File: config.mk
export PLATFORM = sky130hd
export DESIGN_NAME = wbram_controller_wr
export DESIGN_NICKNAME = d
export VERILOG_FILES = /design/src/rtl/wbram_pkg.sv /design/src/rtl/wbram_wr_addr_gen.sv /design/src/rtl/wbram_controller_wr.sv
export SDC_FILE = /design/constraint.sdc
export NUM_CORES = 1
export LEC_CHECK = 0
export CAP_MARGIN = 20
export CORE_MARGIN = 2
export CORE_UTILIZATION = 25
export DETAILED_ROUTE_END_ITERATION = 10
export PLACE_DENSITY_LB_ADDON = 0.2
export SYNTH_ARGS = -nofsm -noshare
export SYNTH_HDL_FRONTEND = slang
export SYNTH_HIERARCHICAL = 1
export SYNTH_SLANG_ARGS = --single-unit
export TNS_END_PERCENT = 100
File: constraint.sdc
create_clock -name clk -period 2.4 [get_ports clk]
set_input_delay 0.48 -clock clk [delete_from_list [all_inputs] [get_ports clk]]
set_output_delay 0.48 -clock clk [all_outputs]
set_load 0.02 [all_outputs]
File: src/rtl/wbram_pkg.sv
`default_nettype none
// ----------------------------------------------------------------------------
// wbram_pkg: controller state encoding and ping-pong buffer pointer helpers
// Rev 1.0
// ----------------------------------------------------------------------------
package wbram_pkg;

  typedef enum logic [1:0] {
    ST_IDLE     = 2'd0,
    ST_WAIT_BUF = 2'd1,
    ST_WRITE    = 2'd2,
    ST_PUBLISH  = 2'd3
  } wbram_state_e;

  // Bit 0 selects the BRAM half, bit 1 is the lap; same half on a different lap means the writer is two ahead.
  function automatic logic ptr_full(input logic [1:0] wr_ptr, input logic [1:0] rd_ptr);
    return (wr_ptr[0] == rd_ptr[0]) && (wr_ptr[1] != rd_ptr[1]);
  endfunction

  function automatic logic ptr_empty(input logic [1:0] wr_ptr, input logic [1:0] rd_ptr);
    return wr_ptr == rd_ptr;
  endfunction

endpackage
`default_nettype wire

File: src/rtl/wbram_wr_addr_gen.sv
`default_nettype none
// ----------------------------------------------------------------------------
// wbram_wr_addr_gen: bank/word counters, registered one-hot bank write, overflow drop
// Rev 1.0
// ----------------------------------------------------------------------------
module wbram_wr_addr_gen #(
  parameter int STREAM_WIDTH = 128,
  parameter int NUM_BANKS    = 16,
  parameter int WBRAM_DEPTH  = 1800,
  parameter int ADDR_W       = $clog2(WBRAM_DEPTH)
) (
  input  logic                    clk,
  input  logic                    rst_n,
  input  logic                    beat_accept,
  input  logic                    beat_last,
  input  logic [STREAM_WIDTH-1:0] beat_data,
  input  logic                    region_sel,
  output logic [ADDR_W-1:0]       addr,
  output logic [STREAM_WIDTH-1:0] data,
  output logic [NUM_BANKS-1:0]    ena,
  output logic                    drop
);

  localparam int HALF   = WBRAM_DEPTH / 2;
  localparam int WORD_W = $clog2(HALF + 1);
  localparam int BANK_W = $clog2(NUM_BANKS);

  logic [BANK_W-1:0]       bank_q, bank_d;
  logic [WORD_W-1:0]       word_q, word_d;
  logic [NUM_BANKS-1:0]    ena_q, ena_d;
  logic [ADDR_W-1:0]       addr_q, addr_d;
  logic [STREAM_WIDTH-1:0] data_q, data_d;
  logic                    word_full;

  // The word counter saturates at the half-depth so excess beats keep being dropped.
  assign word_full = (word_q == WORD_W'(HALF));

  always_comb begin
    bank_d = bank_q;
    word_d = word_q;
    ena_d  = '0;
    addr_d = addr_q;
    data_d = data_q;
    drop   = 1'b0;
    if (beat_accept) begin
      if (word_full) begin
        drop = 1'b1;
      end else begin
        ena_d  = NUM_BANKS'(1) << bank_q;
        addr_d = (region_sel ? ADDR_W'(HALF) : ADDR_W'(0)) + ADDR_W'(word_q);
        data_d = beat_data;
        if (bank_q == BANK_W'(NUM_BANKS - 1)) begin
          bank_d = '0;
          word_d = word_q + WORD_W'(1);
        end else begin
          bank_d = bank_q + BANK_W'(1);
        end
      end
      if (beat_last) begin
        bank_d = '0;
        word_d = '0;
      end
    end
  end

  always_ff @(posedge clk) begin
    if (!rst_n) begin
      bank_q <= '0;
      word_q <= '0;
      ena_q  <= '0;
      addr_q <= '0;
      data_q <= '0;
    end else begin
      bank_q <= bank_d;
      word_q <= word_d;
      ena_q  <= ena_d;
      addr_q <= addr_d;
      data_q <= data_d;
    end
  end

  assign addr = addr_q;
  assign data = data_q;
  assign ena  = ena_q;

endmodule
`default_nettype wire

File: src/rtl/wbram_controller_wr.sv
`default_nettype none
// ----------------------------------------------------------------------------
// wbram_controller_wr: streams layer weights into ping-pong halves of the banked BRAM
// and publishes each filled half to the reader. Rev 1.0
// ----------------------------------------------------------------------------
module wbram_controller_wr
  import wbram_pkg::*;
#(
  parameter int STREAM_WIDTH   = 128,
  parameter int NUM_BANKS      = 16,
  parameter int WBRAM_DEPTH    = 1800,
  parameter int MAX_NUM_LAYERS = 4
) (
  input  logic                             clk,
  input  logic                             rst_n,
  input  logic                             start,
  input  logic [$clog2(MAX_NUM_LAYERS):0]  num_layers,
  input  logic [STREAM_WIDTH-1:0]          s_axis_tdata,
  input  logic                             s_axis_tvalid,
  output logic                             s_axis_tready,
  input  logic                             s_axis_tlast,
  output logic [$clog2(WBRAM_DEPTH)-1:0]   addrA,
  output logic [STREAM_WIDTH-1:0]          doA,
  output logic [NUM_BANKS-1:0]             enaA,
  output logic [NUM_BANKS-1:0]             weA,
  output logic [1:0]                       wr_pointer_data_r,
  output logic                             wr_pointer_valid_r,
  input  logic                             wr_pointer_ready_r,
  input  logic [1:0]                       rd_pointer_data_r,
  input  logic                             rd_pointer_valid_r,
  output logic                             rd_pointer_ready_r,
  output logic                             done,
  output logic                             overflow
);

  localparam int NL_W = $clog2(MAX_NUM_LAYERS) + 1;

  wbram_state_e         state_q, state_d;
  logic [1:0]           wr_ptr_q, wr_ptr_d;
  logic [1:0]           rd_ptr_q, rd_ptr_d;
  logic [NL_W-1:0]      layer_count_q, layer_count_d;
  logic [NL_W-1:0]      num_layers_q, num_layers_d;
  logic                 done_q, done_d;
  logic                 overflow_q, overflow_d;
  logic                 rd_ready_q;
  logic                 beat_accept;
  logic                 buf_full;
  logic                 beat_drop;
  logic [NUM_BANKS-1:0] bank_ena;

  assign beat_accept = s_axis_tvalid & s_axis_tready;
  assign buf_full    = ptr_full(wr_ptr_q, rd_ptr_q);

  always_ff @(posedge clk) begin
    if (!rst_n) begin
      state_q       <= ST_IDLE;
      wr_ptr_q      <= '0;
      rd_ptr_q      <= '0;
      layer_count_q <= '0;
      num_layers_q  <= '0;
      done_q        <= 1'b0;
      overflow_q    <= 1'b0;
      rd_ready_q    <= 1'b0;
    end else begin
      state_q       <= state_d;
      wr_ptr_q      <= wr_ptr_d;
      rd_ptr_q      <= rd_ptr_d;
      layer_count_q <= layer_count_d;
      num_layers_q  <= num_layers_d;
      done_q        <= done_d;
      overflow_q    <= overflow_d;
      rd_ready_q    <= 1'b1;
    end
  end

  always_comb begin
    state_d       = state_q;
    wr_ptr_d      = wr_ptr_q;
    rd_ptr_d      = rd_pointer_valid_r ? rd_pointer_data_r : rd_ptr_q;
    layer_count_d = layer_count_q;
    num_layers_d  = num_layers_q;
    done_d        = 1'b0;
    overflow_d    = overflow_q | beat_drop;
    case (state_q)
      ST_IDLE: begin
        if (start) begin
          if (num_layers != '0) begin
            state_d       = ST_WAIT_BUF;
            layer_count_d = '0;
            num_layers_d  = num_layers;
            overflow_d    = 1'b0;
          end else begin
            done_d = 1'b1;
          end
        end
      end
      ST_WAIT_BUF: begin
        if (!buf_full) state_d = ST_WRITE;
      end
      ST_WRITE: begin
        if (beat_accept && s_axis_tlast) state_d = ST_PUBLISH;
      end
      ST_PUBLISH: begin
        if (wr_pointer_ready_r) begin
          wr_ptr_d = wr_ptr_q + 2'd1;
          if (layer_count_q == num_layers_q - NL_W'(1)) begin
            state_d = ST_IDLE;
            done_d  = 1'b1;
          end else begin
            layer_count_d = layer_count_q + NL_W'(1);
            state_d       = ST_WAIT_BUF;
          end
        end
      end
      default: state_d = ST_IDLE;
    endcase
  end

  // Pointer data is only meaningful while valid; it reads as zero otherwise.
  always_comb begin
    s_axis_tready      = (state_q == ST_WRITE);
    wr_pointer_valid_r = (state_q == ST_PUBLISH);
    wr_pointer_data_r  = wr_pointer_valid_r ? (wr_ptr_q + 2'd1) : 2'd0;
  end

  wbram_wr_addr_gen #(
    .STREAM_WIDTH (STREAM_WIDTH),
    .NUM_BANKS    (NUM_BANKS),
    .WBRAM_DEPTH  (WBRAM_DEPTH)
  ) u_addr_gen (
    .clk         (clk),
    .rst_n       (rst_n),
    .beat_accept (beat_accept),
    .beat_last   (s_axis_tlast),
    .beat_data   (s_axis_tdata),
    .region_sel  (wr_ptr_q[0]),
    .addr        (addrA),
    .data        (doA),
    .ena         (bank_ena),
    .drop        (beat_drop)
  );

  assign enaA               = bank_ena;
  assign weA                = bank_ena;
  assign rd_pointer_ready_r = rd_ready_q;
  assign done               = done_q;
  assign overflow           = overflow_q;

endmodule
`default_nettype wire

==> After elaboration in Yosys (flattened, before gate mapping) <==
Index checks and enable logic that the tools add are counted.
{ "word_totals": {"inputBits": 140, "wordCells": 85, "out_inout_bits": 178, "regBits": 184} }
{ "classes": {"mux": 31, "add_sub_neg": 6, "bitwise": 5, "eq_ne": 15, "reduce_logical": 14, "n_shift": 1} }
{ "ops": {"columns": ["operator", "n"], "rows": [
  ["two-way mux 10 bit", 4],
  ["left shift 1 x 4 -> 16 bit, first input constant", 1],
  ["two-way mux 2 bit", 6],
  ["two-way mux 3 bit", 4],
  ["two-way mux 4 bit", 3],
  ["adder 11 x 10 -> 11 bit", 1],
  ["two-way mux 1 bit", 11],
  ["adder 10 x 1 -> 10 bit, second input constant", 1],
  ["== test 10 bit, second input constant", 1],
  ["inequality test 2 bit, second input constant", 5],
  ["AND reduction 5 bit", 2],
  ["one-hot mux 2 bit (4 select lines)", 1],
  ["one-hot mux 3 bit (2 select lines)", 1],
  ["AND reduction 2 bit", 3],
  ["AND reduction 3 bit", 2],
  ["adder 4 x 1 -> 4 bit, second input constant", 1],
  ["== test 2 bit, second input constant", 2],
  ["== test 4 bit, second input constant", 1],
  ["inequality test 2 x 1 -> 1 bit, second input constant", 2],
  ["nonzero test 2 bit", 2],
  ["adder 3 x 1 -> 3 bit, second input constant", 1],
  ["== test 3 bit", 1],
  ["inverter 1 bit", 3],
  ["nonzero test 3 bit", 1],
  ["other kinds (11)", 12]
]} }

==> Depth between registers and ports, before layout <==
{ "depth": {"depth_word": 7, "mapped_depth": 8, "depth_no_buf": 8} }

==> By module <==
Netlist, hierarchy kept.
{ "by_module_without_submodules": {"columns": ["mod", "area_per_inst_um2", "seq_area_each_um2", "cells_each", "instances"], "rows": [
  ["wbram_wr_addr_gen", 6695.2, 3383.2, 774, 1],
  ["wbram_controller_wr", 1013.5, 300.3, 111, 1]
]} }

==> Worst setup path after synthesis <==
OpenSTA, ideal clock, no wires.
{ "synth_path": {"kind": "register to register", "from": "register state_q[0]", "to": "register u_addr_gen.word_q[4]", "arrival_ps": 1883, "setup_ps": 70, "path_stages_with_launch": 9, "required_ps": 2330, "slack_ps": 447, "period_less_slack_ps": 1953, "path_buffers": 0, "path_cell_list": "dfxtp_1 -> inv_1 -> ha_1 -> and2_1 -> inv_1 -> nor3b_2 -> nand2_1 -> or3_1 -> a21boi_1"} }
{ "synth_via": {"elab_chain_len": 3} }
{ "synth_lines": {"columns": ["item", "line_no", "text"], "rows": [
  ["from (decl)", "wbram_controller_wr.sv:38", "wbram_state_e state_q, state_d;"],
  ["from (signal assigned)", "wbram_controller_wr.sv:65", "state_q <= state_d;"],
  ["== test 2 bit", "wbram_controller_wr.sv:121", "s_axis_tready = (state_q == ST_WRITE);"],
  ["net s_axis_tready", "wbram_controller_wr.sv:20", "output logic s_axis_tready,"],
  ["AND 1 bit", "wbram_controller_wr.sv:51", "assign beat_accept = s_axis_tvalid & s_axis_tready;"],
  ["net beat_accept", "wbram_controller_wr.sv:46", "logic beat_accept;"],
  ["AND reduction 3 bit (no line)", null, null],
  ["to (signal assigned)", "wbram_wr_addr_gen.sv:75", "word_q <= word_d;"],
  ["to (decl)", "wbram_wr_addr_gen.sv:29", "logic [WORD_W-1:0] word_q, word_d;"]
]} }
The timed path passes the listed nets, and every way through them passes these cells.
A chain may end at the register's enable or synchronous reset.

==> Final worst setup path <==
{ "layout_path": {"from": "register state_q[0]", "to": "output port s_axis_tready"} }
{ "layout_via": {"elab_chain_len": 1} }
{ "layout_lines": {"columns": ["item", "line_no"], "rows": [
  ["== test 2 bit", "wbram_controller_wr.sv:121"],
  ["to (decl)", "wbram_controller_wr.sv:20"]
]} }
Every way passes these cells.

==> reports/qor.csv <==
metric,value,unit
cts_hold_buf,0,
regArea,0.00368,sq mm
io_pins,318,
cts_tree,yes,
final_common_cell,clkdlybuf4s50_1,
synth.cell_area,0.00771,sq mm
period_share,0.943,
powerDensity,733,mW/mm^2
clk_latency,0.43,ns
critical_path.max_fanout,4,
switching_share,0.316,
cts_root_buf,clkbuf_16,
numPortBuffers,317,
cts_buffer_depth,2,
slowest_stage,clkdlybuf4s50_1,
slowest_delay,0.63,ns
crit_type,reg -> out,
die_x,180,microns
wirelength,22900,microns
start_util,0.253,
synth.distinct_cells,59,
final_net_count,1332,
fp-row-count,64,
die_h,180,microns
period_minus_slack,2.26,ns
cts_setup_buffers,0,
net-switching-power,2740,uW
fmax,442,MHz
power_frac_comb,0.261,
path_delay_family,buffers and inverters,
areaGrowthSynthToFinish,53.2,%
clock_skew,0.0203,ns
grt_pass1_vias,6564,
cts.clk_slew.worst_paths,0.08,ns
ys_ff_latch,184,
setup_tns,0,ns
layout-drive-gt1-share,0.0624,
whs,0.442,ns
final_cell_mix,"clkdlybuf4s50_1, nand2_1, dfxtp_1, a21boi_0, nor2_1",
synth_top_flop_cell,dfxtp_1,
required,1.92,ns
n_antenna_cell,0,
status,completed,
synth.net_count,1045,
rr_endpoint,u_addr_gen/data[67],
r2r_slack,0.22,ns
critPathLaunchType,register,
min_to,overflow,
syn_avg_cell_area,8.71,sq um
rr_startpoint,u_addr_gen/word_q[0],
rr_worst_depth,7,
multiInputGateArea,0.00348,sq mm
drtAntennaViolNets,0,
via_per_inst,4.33,
drv_cap,0,
avgRoutedWirePerCell,14.5,microns
via_count,6845,
nFillCells,3136,
crit_chain,inv_1 > ha_1 > clkdlybuf4s50_1,
cp.arrival,1.78,ns
worstHoldStart,rst_n,
synthCells,885,
total_leakage_power,0.00411,uW
rsz0062_at_grt,false,
clock-sinks,184,
dpl.hpwl,16200,microns
gp_congestion,0.791,
finalMaxSlewViolations,0,
grt_use_total,0.139,
hold_viol,0,
numCtsBuffers,17,
overflow,0,
endpoint_kind,primary output,
antenna_found_initial,0,
crit_buf_inv,2,
grt_pass1_wl,36700,microns
internal_power,5920,uW
hold_path_class,in -> reg,
grt_max_degree,92,
min_path_cells,2,
timing.slew.headroom,0.535,
seq_power_share,0.401,
yosysSeqAreaShare,0.478,
clkPwrFrac,0.338,
irDropWorstVdd,0.375,mV
setup_viol,0,
drtIter0Drc,220,
async_flop_share,0,
die-area,0.0323,sq mm
core,0.0305,sq mm
htreeDepth,4,
remaining_drc_errors,0,
synth_edf_count,0,
ys.warnings.count,6,
drt-pass1-iter-count,4,
worst_pin_slew,0.698,ns
-- flip-flops by register name, indices dropped and copies added (netlist names) --
| signal | flops |
|---|---|
| rd_pointer_ready_r | 1 |
| done | 1 |
| rd_ptr_q | 2 |
| u_addr_gen/data | 128 |
| state_q | 2 |
| u_addr_gen/ena | 16 |
| u_addr_gen/addr | 11 |
| u_addr_gen/bank_q | 4 |
| layer_count_q | 3 |
| u_addr_gen/word_q | 10 |
| num_layers_q | 3 |
| overflow | 1 |
| wr_ptr_q | 2 |
-- power by group through the flow --
stage	clock [uW]	sequential (uW)	combinational, uW
floorplan	0	3820	988
global placement	0	3540	2290
detailed placement	0	3550	2300
CTS	3060	3480	2300
global route	3190	3510	2470
finish	2920	3470	2260
-- area by class of cell --
type	count	share of cell area
sequential	184	0.312
timing repair buffer	345	0.295
multi-input combinational	610	0.295
tap	396	0.0420
clock buffer	19	0.0384
clock inverter	13	0.0127
inverter	14	0.00445
-- metrics by stage --
stage	setup slack [ns]	cells	util	total power, uW	area, sq um
2_1_floorplan	0.447	885	-	4810	7710
3_3_place_gp	0.196	1549	0.367	5830	11200
3_5_place_dp	0.138	1549	0.367	5840	11200
4_1_cts	0.0271	1581	0.387	8840	11800
5_1_grt	0.0319	1581	0.387	9170	11800
6_report	0.136	1581	0.387	8660	11800
-- how the worst max path moves through the flow --
| stage | from | depth (start not counted) | to |
|---|---|---|---|
| global placement | s_axis_tvalid | 6 | u_addr_gen/data[16] |
| finish | state_q[0] | 3 | s_axis_tready |
| global route | u_addr_gen/word_q[0] | 7 | u_addr_gen/data[67] |
| detailed placement | s_axis_tvalid | 7 | u_addr_gen/data[75] |
| floorplan | state_q[0] | 8 | u_addr_gen/word_q[4] |
| CTS | wr_ptr_q[0] | 3 | wr_pointer_data_r[1] |
-- worst reg2reg max path, stage by stage, from the launching register on --
cell and delay, ns:
dfxtp_1 0.31, inv_1 0.08, ha_1 0.15, nand4b_1 0.17, o31ai_4 0.66, buf_12 0.35, nand2_1 0.15, a21boi_0 0.21
-- synthesized netlist by cell type (all sizes together), types with 3 or more instances --
master / n / area share
o31ai: 5 / 0.0067
o211ai: 3 / 0.0029
xor2: 5 / 0.0057
inv: 14 / 0.0068
nor2b: 3 / 0.0024
xnor2: 7 / 0.0080
or3: 4 / 0.0039
nand2b: 3 / 0.0024
nor2: 28 / 0.014
clkbuf: 25 / 0.012
a31oi: 7 / 0.0057
o211a: 5 / 0.0065
dfxtp: 184 / 0.48
o21ai: 20 / 0.014
nand3: 19 / 0.012
a21oi: 11 / 0.0071
and3: 4 / 0.0034
buf: 52 / 0.052
nand3b: 3 / 0.0029
nor3: 6 / 0.0039
ha: 20 / 0.032
nand2: 284 / 0.14
a21boi: 136 / 0.13
-- cells by family after synthesis --
group           after synthesis  share of synthesized area
flops                       184                      0.478
compound gates              205                      0.199
simple gates                370                      0.201
fa+ha+maj                    20                     0.0325
buf+inv                      91                     0.0711
xor+xnor                     13                     0.0167
mux                           2                    0.00260
-- what timing repair did --
item,in CTS,in global routing
setup endpoints to repair,0,3
gates resized for setup,0,4
endpoints found under the hold margin,0,0
-- per-layer routing --
layer / GRT usage / part of all wire / vias to the layer above
li1: - / - / 3499
met1: 0.179 / 0.48 / 3118
met2: 0.224 / 0.44 / 217
met3: 0.0480 / 0.069 / 11
met4: 0.0351 / 0.011 / 0
met5: 0 / 0 / -
No activity file was read; power rests on OpenSTA's default activity.
